`config.mk`:
```
export PLATFORM = sky130hd
export DESIGN_NAME = seq_mult_responder
export DESIGN_NICKNAME = d
export VERILOG_FILES = /design/src/rtl/seq_mult_pkg.sv /design/src/rtl/shift_add_dp.sv /design/src/rtl/seq_mult_responder.sv
export SDC_FILE = /design/constraint.sdc
export NUM_CORES = 1
export LEC_CHECK = 0
export CORE_MARGIN = 3
export CORE_UTILIZATION = 63
export DETAILED_ROUTE_END_ITERATION = 10
export GPL_TIMING_DRIVEN = 0
export HOLD_SLACK_MARGIN = 0.12
export PLACE_DENSITY = 0.86
export SETUP_SLACK_MARGIN = 0.15
export SLEW_MARGIN = 10
export SYNTH_ARGS = -nofsm -noshare
export SYNTH_HDL_FRONTEND = slang
export SYNTH_HIERARCHICAL = 1
export SYNTH_SLANG_ARGS = --single-unit
```
`constraint.sdc`:
```
create_clock -name clk -period 7.6 [get_ports clk]
set_input_delay 0.76 -clock clk [delete_from_list [all_inputs] [get_ports clk]]
set_output_delay 0.76 -clock clk [all_outputs]
set_load 0.05 [all_outputs]
```
`src/rtl/seq_mult_pkg.sv`:
```
// Shared types and constants for the serial shift-add multiplier responder.
package seq_mult_pkg;

  localparam int unsigned DefaultWidth = 16;
  localparam int unsigned CntWidth     = $clog2(DefaultWidth);

  typedef enum logic [1:0] {
    StIdle,
    StLoaded,
    StBusy,
    StDone
  } state_e;

endpackage

```
`src/rtl/shift_add_dp.sv`:
```
// Serial shift-add datapath: one multiplier bit per step.
// SEQ_MULT_SIGNED_EN adds magnitude loading and sign correction of the result.
module shift_add_dp
  import seq_mult_pkg::*;
#(
  parameter int unsigned WIDTH = DefaultWidth
) (
  input  logic                 clk,
  input  logic                 rst_n,
  input  logic                 load_i,
  input  logic                 step_i,
  input  logic [WIDTH-1:0]     a_i,
  input  logic [WIDTH-1:0]     b_i,
  output logic                 last_o,
  output logic [2*WIDTH-1:0]   result_o
);

  localparam int unsigned CntW = (WIDTH > 1) ? $clog2(WIDTH) : 1;

  logic [2*WIDTH-1:0] acc_q, acc_d, mcand_q, mcand_d, acc_sum;
  logic [WIDTH-1:0]   mplier_q, mplier_d, a_mag, b_mag;
  logic [CntW-1:0]    cnt_q, cnt_d;

`ifdef SEQ_MULT_SIGNED_EN
  logic sign_q, sign_d;

  // Negating the most negative value wraps to 2^(WIDTH-1), which is correct as unsigned.
  assign a_mag = a_i[WIDTH-1] ? -a_i : a_i;
  assign b_mag = b_i[WIDTH-1] ? -b_i : b_i;
`else
  assign a_mag = a_i;
  assign b_mag = b_i;
`endif

  // Sum including the current step, so the exiting edge captures the final bit.
  assign acc_sum = acc_q + (mplier_q[0] ? mcand_q : '0);
  assign last_o  = (cnt_q == CntW'(WIDTH - 1));

`ifdef SEQ_MULT_SIGNED_EN
  assign result_o = sign_q ? -acc_sum : acc_sum;
`else
  assign result_o = acc_sum;
`endif

  always_comb begin
    acc_d    = acc_q;
    mcand_d  = mcand_q;
    mplier_d = mplier_q;
    cnt_d    = cnt_q;
`ifdef SEQ_MULT_SIGNED_EN
    sign_d   = sign_q;
`endif
    if (load_i) begin
      acc_d    = '0;
      mcand_d  = {{WIDTH{1'b0}}, a_mag};
      mplier_d = b_mag;
      cnt_d    = '0;
`ifdef SEQ_MULT_SIGNED_EN
      sign_d   = a_i[WIDTH-1] ^ b_i[WIDTH-1];
`endif
    end else if (step_i) begin
      acc_d    = acc_sum;
      mcand_d  = mcand_q << 1;
      mplier_d = mplier_q >> 1;
      cnt_d    = cnt_q + CntW'(1);
    end
  end

  always_ff @(posedge clk or negedge rst_n) begin
    if (!rst_n) begin
      acc_q    <= '0;
      mcand_q  <= '0;
      mplier_q <= '0;
      cnt_q    <= '0;
`ifdef SEQ_MULT_SIGNED_EN
      sign_q   <= 1'b0;
`endif
    end else begin
      acc_q    <= acc_d;
      mcand_q  <= mcand_d;
      mplier_q <= mplier_d;
      cnt_q    <= cnt_d;
`ifdef SEQ_MULT_SIGNED_EN
      sign_q   <= sign_d;
`endif
    end
  end

endmodule

```
`src/rtl/seq_mult_responder.sv`:
```
// Operand/result handshake responder around a serial shift-add multiplier.
// Define SEQ_MULT_SIGNED_EN for two's complement operands.
module seq_mult_responder
  import seq_mult_pkg::*;
#(
  parameter int unsigned WIDTH = DefaultWidth
) (
  input  logic                 clk,
  input  logic                 rst_n,
  input  logic                 valid_signal,
  input  logic                 start_calc,
  input  logic [WIDTH-1:0]     A,
  input  logic [WIDTH-1:0]     B,
  output logic [2*WIDTH-1:0]   read_data,
  output logic                 ready_signal,
  output logic                 busy
);

  state_e             state_q, state_d;
  logic [WIDTH-1:0]   a_q, a_d, b_q, b_d;
  logic [2*WIDTH-1:0] rdata_q, rdata_d, dp_result;
  logic               ready_q, ready_d;
  logic               dp_load, dp_step, dp_last;

  shift_add_dp #(
    .WIDTH(WIDTH)
  ) u_dp (
    .clk      (clk),
    .rst_n    (rst_n),
    .load_i   (dp_load),
    .step_i   (dp_step),
    .a_i      (a_q),
    .b_i      (b_q),
    .last_o   (dp_last),
    .result_o (dp_result)
  );

  always_comb begin
    state_d = state_q;
    a_d     = a_q;
    b_d     = b_q;
    rdata_d = rdata_q;
    ready_d = ready_q;
    dp_load = 1'b0;
    dp_step = 1'b0;
    unique case (state_q)
      StIdle: begin
        if (valid_signal) begin
          a_d     = A;
          b_d     = B;
          state_d = StLoaded;
        end
      end
      StLoaded: begin
        // Start wins over a simultaneous re-load.
        if (start_calc) begin
          dp_load = 1'b1;
          state_d = StBusy;
        end else if (valid_signal) begin
          a_d = A;
          b_d = B;
        end
      end
      StBusy: begin
        dp_step = 1'b1;
        if (dp_last) begin
          rdata_d = dp_result;
          ready_d = 1'b1;
          state_d = StDone;
        end
      end
      StDone: begin
        // A held start must not retrigger; only a new load leaves DONE.
        if (valid_signal) begin
          a_d     = A;
          b_d     = B;
          ready_d = 1'b0;
          state_d = StLoaded;
        end
      end
      default: state_d = StIdle;
    endcase
  end

  always_ff @(posedge clk or negedge rst_n) begin
    if (!rst_n) begin
      state_q <= StIdle;
      a_q     <= '0;
      b_q     <= '0;
      rdata_q <= '0;
      ready_q <= 1'b0;
    end else begin
      state_q <= state_d;
      a_q     <= a_d;
      b_q     <= b_d;
      rdata_q <= rdata_d;
      ready_q <= ready_d;
    end
  end

  assign read_data    = rdata_q;
  assign ready_signal = ready_q;
  assign busy         = (state_q == StBusy);

endmodule

```
==> impl_metrics.ini, run 1 <==
[placed_design]
hpwlAfterDp_mm = 14.7
place_worst_setup_slack_ns = 4.35
io_buffer_count = 69
gp_congestion = 0.923

[worst_setup_path]
critical_path.max_fanout = 10
timing.critical_path.required_ns = 7.90
cp-start-kind = flip-flop
critical_path_arrival_ns = 3.62
worst_setup_path_end_kind = flip-flop
ws_path_type = reg2reg

[finish]
post_route_cells_drive_above_1_share_pct = 13.4
syn2layout_area_growth_pct = 17.5
commonest_non_fill_non_tap_cell_in_the_layout = dfrtp_1
final-seq-area_mm2 = 0.00378
layout.filler_cells = 877
finish.net_count = 934
diodes = 0
layout.cells.most_common_list = dfrtp_1 (151), clkdlybuf4s50_1 (68), mux2i_1 (67)
multiInputGateArea_mm2 = 0.00431

[clock_network]
post_cts.resized_instances = 0
post-cts-setup-buffer-count = 0
worst_setup_hold_path_clk_slew_ns = 0.06
clkSinkCount = 151
ctsHtreeMaxLevel = 4
tritoncts_clock_tree = built
clock_tree.buffer_depth = 2
cts_root_buffer = clkbuf_16
cts-buffers-inserted = 17
postCtsHoldBufs = 0
clk-insertion-delay-late_ns = 0.42

[yosys]
mappedNetlistArea_mm2 = 0.00837
synthFlopType = dfrtp_1
syn_avg_cell_area_um2 = 10.8
synth_fp_nets = 845
ys_seq_area_share_pct = 45.2
ys_types = 71
ys_ff_latch = 151
netlist_instances = 772
number_of_flops_mapped_to_enable_cells_by_yosys = 0
yosysWarningCount = 6
asr_flop_ratio_synth_pct = 100

[routing]
route.detailed.vias_per_inst = 6.02
drt_pass1_iterations = 5
drt_first_iter_violations = 531
postRouteAntennaNets = 0
remaining_drc_errors = 0
dr_wl_cell_um = 19.1
dr_total_vias = 6293
wl_mm = 20.0

[grt]
grt_util_all_layers_pct = 29.1
initial_antenna_violation_count = 0
grt_start_max_net_pins = 86
total_global_routing_overflow = 0
grt_pass1_wl_mm = 33.2
grt_pass1_vias = 6456

[floorplan]
horizontal_die_dimension_um = 121
design.die.area_mm2 = 0.0147
floorplan.io_pins = 70
core_region_area_mm2 = 0.0128
core.rowCount = 41
fp.dieH_um = 121
floorplan.initialDensity_pct = 65.2

[pwr]
vdd_drop_max_v = 0.000236
power_density_cells_mw_per_mm2 = 347
p_leak_nw = 4.59

[sta]
final.min_clock_period_ns = 3.32
setup_slack_ns = 4.28
fmax_ghz = 0.302
rsz0062_at_grt = no
final.setup_skew_ns = 0.00842
final-setup-viol-count = 0
worst_tran_pin_value_ns = 0.895
timing.setup.tns_ns = 0
finalHoldViolations = 0
timing.max_slew.rel_slack_pct = 40.3
slew_violations = 0
fin_crit_sh_pct = 43.6

[worst_hold_path]
hold_path.class = in2async

[status]
status = complete, no violations

[job]
maxCapViolations = 0
==> stage by stage <==
stage / utilization [%] / cell area, um^2 / power, mW / hold slack (ns) / cells
after floorplan: - / 8370 / 2.24 / 0.446 / 772
after global placement: 72.3 / 9270 / 2.55 / 0.472 / 1013
after detailed placement: 72.5 / 9300 / 2.63 / 0.477 / 1014
after CTS: 76.6 / 9830 / 3.41 / 0.353 / 1045
after global routing: 76.6 / 9830 / 3.62 / 0.394 / 1045
final: 76.6 / 9830 / 3.41 / 0.340 / 1045
==> where the power goes <==
| group | internal [mW] | switching (mW) | total [mW] | leakage, nW |
|---|---|---|---|---|
| logic | 0.595 | 0.815 | 1.41 | 2.38 |
| registers | 1.07 | 0.180 | 1.25 | 1.97 |
| clock network | 0.424 | 0.326 | 0.751 | 0.246 |
==> cells by family (layout without fill, tap and decap cells) <==
group | count (synthesis) | in the layout | synth area share, %
AO/OA/AOI/OAI | 163 | 163 | 13.6
flip-flops | 151 | 151 | 45.2
multiplexers | 131 | 131 | 17.5
XOR/XNOR | 33 | 33 | 3.45
AND/OR/NAND/NOR | 198 | 198 | 11.3
buffers and inverters | 59 | 160 | 3.32
adder cells (fa/ha/maj) | 37 | 37 | 5.62
==> registers in the layout, indices dropped and copies added (netlist names) <==
register and cells:
b_q 16, read_data 32, ready_signal 1, u_dp/mcand_q 32
u_dp/acc_q 32, u_dp/cnt_q 4, state_q 2, u_dp/mplier_q 16
a_q 16
==> routing by layer <==
layer  GRT usage (%)  vias to the layer above  part of all wire [%]
li1                -                     2930                     -
met1            40.3                     3120                    43
met2            48.1                      217                    49
met3            4.52                       26                   6.0
met4            8.26                        0                   1.4
met5               0                        -                     0
==> path summary, 6_finish.rpt <==
check | start | endpoint | slack (ns) | cells past startpoint
max reg2reg | u_dp/mplier_q[0] | read_data[30] | 4.28 | 11
max | u_dp/mplier_q[0] | read_data[30] | 4.28 | 11
min in group clk | a_q[1] | u_dp/mcand_q[1] | 0.49 | 2
max in group asynchronous | rst_n | u_dp/acc_q[19] | 6.45 | 2
min | rst_n | u_dp/acc_q[5] | 0.34 | 1
min reg2reg | a_q[1] | u_dp/mcand_q[1] | 0.49 | 2
==> Yosys cell counts (5+ instances only) <==
cell type	n	share of area, %
and2_1	34	2.5
nand3_1	8	0.48
o21ai_0	49	2.9
and3_1	8	0.60
a21oi_1	30	1.8
nor2_1	54	2.4
mux2i_1	67	8.0
ha_1	36	5.4
o211ai_1	6	0.54
buf_6	6	0.81
inv_1	18	0.81
xnor2_1	21	2.2
dfrtp_1	151	45
buf_2	9	0.54
xor2_1	12	1.3
nand4_1	10	0.75
a22o_1	9	0.94
mux2_2	34	4.6
mux2_4	20	3.6
a21o_1	12	1.1
mux2_1	10	1.3
nand2_1	66	3.0
clkbuf_1	24	1.1
o21ai_1	5	0.30
==> worst max-delay path, stage by stage, from the launching register on <==
cell and delay, ns:
dfrtp_1 0.48, clkbuf_1 0.22, and2_1 0.23, fa_1 0.44, a21o_1 0.21, a31oi_2 0.28, a22oi_4 0.13, o211a_1 0.36
o211ai_1 0.27, and2b_1 0.18, xnor2_1 0.11, mux2_2 0.28
==> layout make-up <==
type                    instances  area share [%]
multi-input cells             562            43.9
flip-flops and latches        151            38.5
clock buffers                  21            4.58
inverters                      18           0.688
repair buffers                 70            7.32
plain buffers                  41            2.14
well taps                     172            2.19
clock inverters                10           0.764
Note: power is estimated with default switching activity, not from simulation.
==> run 2, diff against run 1 <==
--- a/config.mk
+++ b/config.mk
@@ -6,11 +6,11 @@
 export NUM_CORES = 1
 export LEC_CHECK = 0
 export CORE_MARGIN = 3
-export CORE_UTILIZATION = 63
+export CORE_UTILIZATION = 53
 export DETAILED_ROUTE_END_ITERATION = 10
 export GPL_TIMING_DRIVEN = 0
 export HOLD_SLACK_MARGIN = 0.12
-export PLACE_DENSITY = 0.86
+export PLACE_DENSITY = 0.77
 export SETUP_SLACK_MARGIN = 0.15
 export SLEW_MARGIN = 10
 export SYNTH_ARGS = -nofsm -noshare
==> constraint.sdc (replaced) <==
create_clock -name clk -period 2.8 [get_ports clk]
set_input_delay 0.28 -clock clk [delete_from_list [all_inputs] [get_ports clk]]
set_output_delay 0.28 -clock clk [all_outputs]
set_load 0.05 [all_outputs]
==> impl_metrics.ini, run 2 (synthesis gave the netlist of run 1 again) <==
[clock_network]
ctsHtreeMaxLevel = 4
clk-insertion-delay-late_ns = 0.42
clkSinkCount = 151
cts-buffers-inserted = 17
clock_tree.buffer_depth = 2
worst_setup_hold_path_clk_slew_ns = 0.06
cts_root_buffer = clkbuf_16
tritoncts_clock_tree = built

[grt]
grt_util_all_layers_pct = 23.0
total_global_routing_overflow = 0
initial_antenna_violation_count = 0
grt_pass1_wl_mm = 32.4
grt_start_max_net_pins = 90
grt_pass1_vias = 6413

[floorplan]
core.rowCount = 45
floorplan.io_pins = 70
core_region_area_mm2 = 0.0153
fp.dieH_um = 132
horizontal_die_dimension_um = 132
floorplan.initialDensity_pct = 54.6
design.die.area_mm2 = 0.0173

[job]
maxCapViolations = 0

[finish]
post_route_cells_drive_above_1_share_pct = 25.4
final_util_pct = 70.2
layout.cells.most_common_list = dfrtp_1 (150), clkdlybuf4s50_1 (68), mux2i_1 (67)
commonest_non_fill_non_tap_cell_in_the_layout = dfrtp_1
syn2layout_area_growth_pct = 28.5
finish.net_count = 961
diodes = 0

[pwr]
power_density_cells_mw_per_mm2 = 919
vdd_drop_max_v = 0.000602
p_leak_nw = 4.95

[worst_setup_path]
critPathSlowestCell = dfrtp_2
critical_path_arrival_ns = 3.22
crit_path_cell_trace = clkbuf_8 -> and2_4 -> fa_2 -> a21o_1 -> a31oi_4 -> a22oi_4 -> o211a_4 -> o211ai_1 -> and2b_1 -> xnor2_2 -> mux2_2
cp-start-kind = flip-flop
critical_path.max_fanout = 7
cpPeakStageDelay_ns = 0.49
ws_path_type = reg2reg
worst_setup_path_end_kind = flip-flop
timing.critical_path.required_ns = 3.11
setup.reg_to_reg.worst_slack_ns = -0.12

[status]
violations = setup timing
status = finished, violations left

[sta]
setup_slack_ns = -0.117
fmax_ghz = 0.343
rsz0062_at_grt = yes
final.min_clock_period_ns = 2.92
fin_crit_sh_pct = 104
final-setup-viol-count = 13
worst_tran_pin_value_ns = 0.842
slew_violations = 0
finalHoldWorstSlack_ns = 0.373
timing.max_slew.rel_slack_pct = 43.9
final.setup_skew_ns = 0.0132
finalHoldViolations = 0

[routing]
remaining_drc_errors = 0
dr_total_vias = 6365
drt_pass1_iterations = 5
drt_first_iter_violations = 411
route.detailed.vias_per_inst = 5.73
postRouteAntennaNets = 0
dr_wl_cell_um = 17.8
wl_mm = 19.7

[placed_design]
hpwlAfterDp_mm = 13.3
place_worst_setup_slack_ns = -0.301
io_buffer_count = 69
gp_congestion = 0.891

[worst_hold_path]
hold_path.class = in2async
run 2: final cells by class:
type	instances	area (um^2)
plain buffers	41	254
multi-input cells	562	4860
well taps	211	264
inverters	18	67.6
clock inverters	12	143
clock buffers	18	429
flip-flops and latches	151	3780
fillers	1124	4570
repair buffers	97	951
run 2: repair_timing:
action,4_1_cts,5_1_grt
hold buffers,1,0
resized for setup,77,52
cloned,1,0
endpoints found under the setup margin,40,105
pin swaps,30,17
setup buffers,18,7
hold endpoints to repair,62,0
run 2: critical path: cells and delay by family, from the launching register on:
kind | cells | cell delay, ns
AOI/OAI and AO/OA | 5 | 1.06
adders and majority gates | 1 | 0.36
DFF | 1 | 0.49
and+or+nand+nor | 2 | 0.35
buffers and inverters | 1 | 0.18
muxes | 1 | 0.26
xor gates and xnor gates | 1 | 0.08
run 2: power breakdown:
part | internal (mW) | switching [mW]
combinational | 1.93 | 2.32
sequential | 2.90 | 0.489
clock | 1.32 | 0.923
run 2: path summary, 6_finish.rpt:
check	start	end	cells past startpoint
worst max-delay path	u_dp/mplier_q[0]	read_data[30]	11
worst min-delay path	rst_n	u_dp/cnt_q[2]	2
worst max register to register	u_dp/mplier_q[0]	read_data[30]	11
worst min register to register	a_q[15]	u_dp/mcand_q[15]	2
max in group asynchronous	rst_n	u_dp/mcand_q[7]	3
min in group clk	A[2]	a_q[2]	2
run 2: routing by layer:
layer,track usage (%),share of wire [%]
met1,30.6,45
met2,38.9,50
met3,4.25,4.4
met4,6.07,1.1
met5,0,0
run 2: through the flow:
stage	setup TNS (ns)	instance area [um^2]	total power, mW	std cells
after floorplan	0	8380	6.09	772
after detailed placement	-3.10	9370	7.11	1053
after global routing	-2.25	10700	10.5	1110
after global placement	-699.21	9340	7.00	1052
final	-0.713	10700	9.88	1110
after CTS	-0.295	10500	9.76	1103
==> run 3, diff against run 2 <==
--- a/config.mk
+++ b/config.mk
@@ -5,12 +5,14 @@
 export SDC_FILE = /design/constraint.sdc
 export NUM_CORES = 1
 export LEC_CHECK = 0
+export CELL_PAD_IN_SITES_DETAIL_PLACEMENT = 0
+export CELL_PAD_IN_SITES_GLOBAL_PLACEMENT = 1
 export CORE_MARGIN = 3
-export CORE_UTILIZATION = 53
+export CORE_UTILIZATION = 42
 export DETAILED_ROUTE_END_ITERATION = 10
 export GPL_TIMING_DRIVEN = 0
 export HOLD_SLACK_MARGIN = 0.12
-export PLACE_DENSITY = 0.77
+export PLACE_DENSITY_LB_ADDON = 0.1
 export SETUP_SLACK_MARGIN = 0.15
 export SLEW_MARGIN = 10
 export SYNTH_ARGS = -nofsm -noshare
==> impl_metrics.ini, run 3 (synthesis gave the netlist of run 1 again) <==
[worst_setup_path]
critPathLaunch = u_dp/mplier_q[0]
ws_path_type = reg2reg
timing.critical_path.required_ns = 3.10
cpPeakStageDelay_ns = 0.49
ff2ff_path_depth = 10
cp-start-kind = flip-flop
worst-path-stages = 10
worstPathBufferInverterCount = 1
rr_startpoint = u_dp/mplier_q[0]
critical_path.max_fanout = 7
worst_path_dominant_cell_family = compound AO/OA/AOI/OAI gates
worst_setup_path_end_kind = flip-flop
critPathSlowestCell = dfrtp_2
critical_path_arrival_ns = 3.22
crit_path_cell_trace = clkbuf_8 -> and2_1 -> ha_4 -> o211ai_1 -> nor3_4 -> o211ai_1 -> nand3_2 -> a311oi_2 -> xnor2_1 -> mux2_2
critical-path-top-cell-by-count = o211ai_1

[finish]
layout.filler_cells = 1682
commonest_non_fill_non_tap_cell_in_the_layout = dfrtp_1
finish.net_count = 965
layout.cells.most_common_list = dfrtp_1 (150), clkdlybuf4s50_1 (68), mux2i_1 (67)
diodes = 0
finalNonFillerCells = 1165
final_util_pct = 56.5
final-seq-area_mm2 = 0.00378
multiInputGateArea_mm2 = 0.00481
syn2layout_area_growth_pct = 29.3
post_route_cells_drive_above_1_share_pct = 25.2

[pwr]
netSwitchingPower_mw = 3.78
power_mw = 9.95
power_frac_seq_pct = 33.9
p_sw_share_pct = 38.0
vdd_drop_max_v = 0.000563
p_leak_nw = 5.00
cell_internal_pwr_mw = 6.17
power_density_cells_mw_per_mm2 = 920
power.share.clock_pct = 23.7
p_comb_share_pct = 42.4

[floorplan]
design.die.area_mm2 = 0.0217
core.rowCount = 50
floorplan.io_pins = 70
horizontal_die_dimension_um = 147
fp.dieH_um = 147
floorplan.initialDensity_pct = 43.7
core_region_area_mm2 = 0.0191

[clock_network]
tritoncts_clock_tree = built
cts_root_buffer = clkbuf_16
clkSinkCount = 151
worst_setup_hold_path_clk_slew_ns = 0.07
ctsHtreeMaxLevel = 4
clk-insertion-delay-late_ns = 0.43
cts-buffers-inserted = 17
clock_tree.buffer_depth = 2

[sta]
fin_crit_sh_pct = 104
finalHoldViolations = 0
finalHoldWorstSlack_ns = 0.361
slew_violations = 0
fmax_ghz = 0.343
rsz0062_at_grt = yes
final-setup-viol-count = 16
worst_tran_pin_value_ns = 0.846
setup_slack_ns = -0.116
final.min_clock_period_ns = 2.92
timing.max_slew.rel_slack_pct = 43.6
final.setup_skew_ns = 0.0143

[grt]
groute.layer.met2.usage_pct = 34.0
grt_start_max_net_pins = 98
total_global_routing_overflow = 0
grt_most_used_layer = met2
global_route.usage.met3_pct = 3.33
grt_pass1_vias = 6539
grt_util_all_layers_pct = 19.8
grt_pass1_wl_mm = 34.5
initial_antenna_violation_count = 0
global_route.usage.met1_pct = 25.9

[routing]
dr_wl_cell_um = 17.9
route.detailed.vias_per_inst = 5.38
drt_pass1_iterations = 5
dr_total_vias = 6272
remaining_drc_errors = 0
postRouteAntennaNets = 0
wl_mm = 20.9
drt_first_iter_violations = 440

[job]
maxCapViolations = 0

[placed_design]
place_worst_setup_slack_ns = -0.404
io_buffer_count = 69
cell_total_after_placement = 1102
hpwlAfterDp_mm = 14.6
gp_congestion = 0.847

[status]
violations = setup timing
status = finished, violations left

[worst_hold_path]
hold_path.class = in2async
[run 3: cell count changes in the layout (fill, tap and decap cells not counted), moves of 3 or more]
cell and change:
ha_1 +4, ha_2 -3, buf_4 +3, a21oi_1 +5, a21oi_2 -3, buf_6 +4
[run 3: metrics by stage]
step                      cell area [um^2]  TNS, ns
final                                10800   -0.958
after global routing                 10800    -3.32
after CTS                            10500    -1.24
after detailed placement              9430    -6.50
after global placement                9400  -714.47
after floorplan                       8380        0
[run 3: layer usage]
layer / vias to the layer above / part of all wire (%)
met1: 3122 / 45
met3: 23 / 3.6
li1: 2979 / -
met5: - / 0
met4: 0 / 1.7
met2: 148 / 49
[run 3: layout make-up]
cell class                      instances  area share [%]
Clock inverter                         14            1.49
Sequential cell                       151            34.9
Multi-Input combinational cell        562            44.4
Buffer                                 41            2.32
Clock buffer                           18            4.06
Timing Repair Buffer                  101            9.14
Tap cell                              260            3.01
Inverter                               18           0.624
[run 3: worst paths after layout]
check	end	slack (ns)
worst max-delay path	read_data[29]	-0.12
min in group clk	a_q[2]	0.45
worst min-delay path	read_data[19]	0.36
worst max register to register	read_data[29]	-0.12
max in group asynchronous	u_dp/mcand_q[3]	1.63
worst min register to register	u_dp/mcand_q[7]	0.48
[run 3: repair_timing]
item                                   in CTS  in global routing
gates cloned                                1                  0
hold buffers                                1                  0
buffers inserted                           18                 11
endpoints found under the hold margin      54                  0
pin swaps                                  25                 20
resized for setup                          67                 57
setup endpoints to repair                  44                107
[run 3: power groups by stage]
stage | combinational (mW) | sequential (mW) | clock [mW]
finish | 4.22 | 3.37 | 2.36
global route | 4.61 | 3.48 | 2.51
CTS | 4.08 | 3.38 | 2.42
global placement | 3.71 | 3.35 | 0
detailed placement | 3.80 | 3.38 | 0
floorplan | 2.67 | 3.42 | 0
==> variant (config.mk and constraints of run 2) <==
Take the reset off `a_q`, `b_q` and `rdata_q` and load them in a clocked block of their own.
--- a/src/rtl/seq_mult_responder.sv
+++ b/src/rtl/seq_mult_responder.sv
@@ -85,17 +85,17 @@
   always_ff @(posedge clk or negedge rst_n) begin
     if (!rst_n) begin
       state_q <= StIdle;
-      a_q     <= '0;
-      b_q     <= '0;
-      rdata_q <= '0;
       ready_q <= 1'b0;
     end else begin
       state_q <= state_d;
-      a_q     <= a_d;
-      b_q     <= b_d;
-      rdata_q <= rdata_d;
       ready_q <= ready_d;
     end
+  end
+
+  always_ff @(posedge clk) begin
+    a_q     <= a_d;
+    b_q     <= b_d;
+    rdata_q <= rdata_d;
   end
 
   assign read_data    = rdata_q;
Check against the original RTL: same outputs for any inputs over 10 cycles, from zero or initial values and one cycle with rst_n low; that may be too few to reach the edited logic, so the function may still have changed.
==> variant against run 2 <==
- the run still ends with setup timing left
- power shrank 4.3%
- routed wire length shrank 3.6%
- synthesized area fell by 6.3%
- sequential share of layout area grew 4.9 points
- first-iteration DRC count down 7.3%
- utilization up 2.1 points
- worst hold slack got worse by 0.039 ns
- final area shrank 4.9%
- sequential cell count did not move
- setup slack gained 0.021 ns
- non-clock buffer count is 3 higher
- fmax is 0.73% higher
- critical endpoint is now u_dp/acc_q[29]$_DFFE_PN0P_
- largest power group unchanged
==> variant: results (changes against run 2) <==
outcome:
  status: "complete, but fails checks"  # unchanged
  violations: "setup timing"  # unchanged
power:
  peakVddDrop_v: 0.000707  # was 0.000602 V
  p_clk_mw: 2.27
  intPower_mw: 5.96  # was 6.14 mW
  power_leakage_nw: 4.36  # was 4.95 nW
  p_comb_mw: 3.77  # was 4.25 mW
  combPwrFrac: 0.399  # was 0.430
logic_synthesis:
  synthTopCellsByArea: "dfrtp_1, edfxtp_1, mux2i_1"  # was dfrtp_1, mux2i_1, ha_1
  synth_nets: 775  # was 845
  async_reset_ff_frac: 0.576  # was 1.00
  synth_common_cells: "dfrtp_1, mux2i_1, nand2_1"  # unchanged
  yosysSeqAreaShare: 0.523  # was 0.452
  synthDistinctLibCells: 68  # was 71
  synth_edf_count: 64  # was 0
finish:
  fill_cells: 960  # was 1124
  antenna_cells: 0  # unchanged
  drive_gt1_frac: 0.200  # was 0.254
  finalNetCount: 900  # was 961
timing:
  setup_viol: 10  # was 13
  worstMarginPinSlew_ns: 0.915  # was 0.842 ns
  setup_ws_ns: -0.0955  # was -0.117 ns
  finalClockSkew_ns: 0.0110  # was 0.0132 ns
  tns_ns: -0.574  # was -0.713 ns
global_route:
  grt_pass1_vias: 6155  # was 6413
  track_usage: 0.242  # was 0.230
  grt_pass1_wl_microns: 30900  # was 32400 microns
  grt_max_degree: 60  # was 90
worst_setup_path:
  rr_worst_depth: 11  # unchanged
  cp.arrival_ns: 3.21  # was 3.22 ns
  crit_path_max_fanout: 8  # was 7
  r2r_end: "u_dp/acc_q[29]$_DFFE_PN0P_"  # was read_data[30]$_DFFE_PN0P_
  reg2reg_from: "u_dp/mplier_q[0]$_DFFE_PN0P_"  # unchanged
  cp_slowest_stage_delay_ns: 0.51  # was 0.49 ns
  cp-startpoint: "u_dp/mplier_q[0]$_DFFE_PN0P_"  # unchanged
clocking:
  clkTransAtPathRegs_ns: 0.06  # about the same
  cts_buffer_depth: 2  # unchanged
route:
  initialDrtViolationCount: 381  # was 411
  firstDrtPassIters: 6  # was 5
  routed_wl_microns: 19000  # was 19700 microns
  num_vias: 5913  # was 6365
placed_design:
  placed_area_sq_um: 8800  # was 9370 sq um
  place_ws_ns: -0.286  # was -0.301 ns
  gp_congestion: 0.905  # was 0.891
  detailed_place_hpwl_microns: 12800  # was 13300 microns
job:
  drv_cap: 0  # unchanged
==> variant: cell types whose count changed after synthesis, sizes merged <==
cell and change:
mux2i +1, mux2 -64, buf -6, dfrtp -64, nand2 -1, edfxtp +64
o21ai -1, and2 +1
==> variant: cell type report <==
class | instances | area, sq um | share of cell area
inverter | 18 | 67.6 | 0.00661
timing repair buffer | 106 | 1030 | 0.101
clock inverter | 12 | 143 | 0.0140
tap | 180 | 225 | 0.0220
clock buffer | 19 | 443 | 0.0433
sequential | 151 | 4100 | 0.401
multi-input combinational | 498 | 4010 | 0.392
buffer | 35 | 201 | 0.0197
==> variant: kinds of logic (layout without fill, tap and decap cells) <==
logic type | count (synthesis) | after routing | synth area share
XOR/XNOR | 33 | 33 | 0.0369
adder cells (fa/ha/maj) | 37 | 37 | 0.0600
AO/OA/AOI/OAI | 162 | 162 | 0.145
multiplexers | 68 | 68 | 0.0868
flip-flops | 151 | 151 | 0.523
buffers and inverters | 53 | 190 | 0.0292
AND/OR/NAND/NOR | 198 | 198 | 0.120
==> variant: per-stage QoR <==
step	hold WS, ns	std cells
5_1_grt	0.380	1019
4_1_cts	0.340	1004
2_1_floorplan	-0.0156	702
3_5_place_dp	0.256	952
6_report	0.334	1019
3_3_place_gp	0.439	951
==> variant: repair_timing <==
| item | 4_1_cts | 5_1_grt |
|---|---|---|
| buffers inserted | 18 | 15 |
| endpoints found under the hold margin | 28 | 0 |
| pin swaps | 40 | 32 |
| hold buffers | 1 | 0 |
| gates cloned | 2 | 0 |
| setup endpoints to repair | 42 | 94 |
| gates resized for setup | 75 | 41 |
==> variant: routing by layer <==
metal	track usage	routed length [microns]	vias up
met5	0	0	-
met2	0.415	9820	183
met4	0.0999	504	0
met3	0.0477	861	42
met1	0.302	7850	2897
li1	-	-	2791
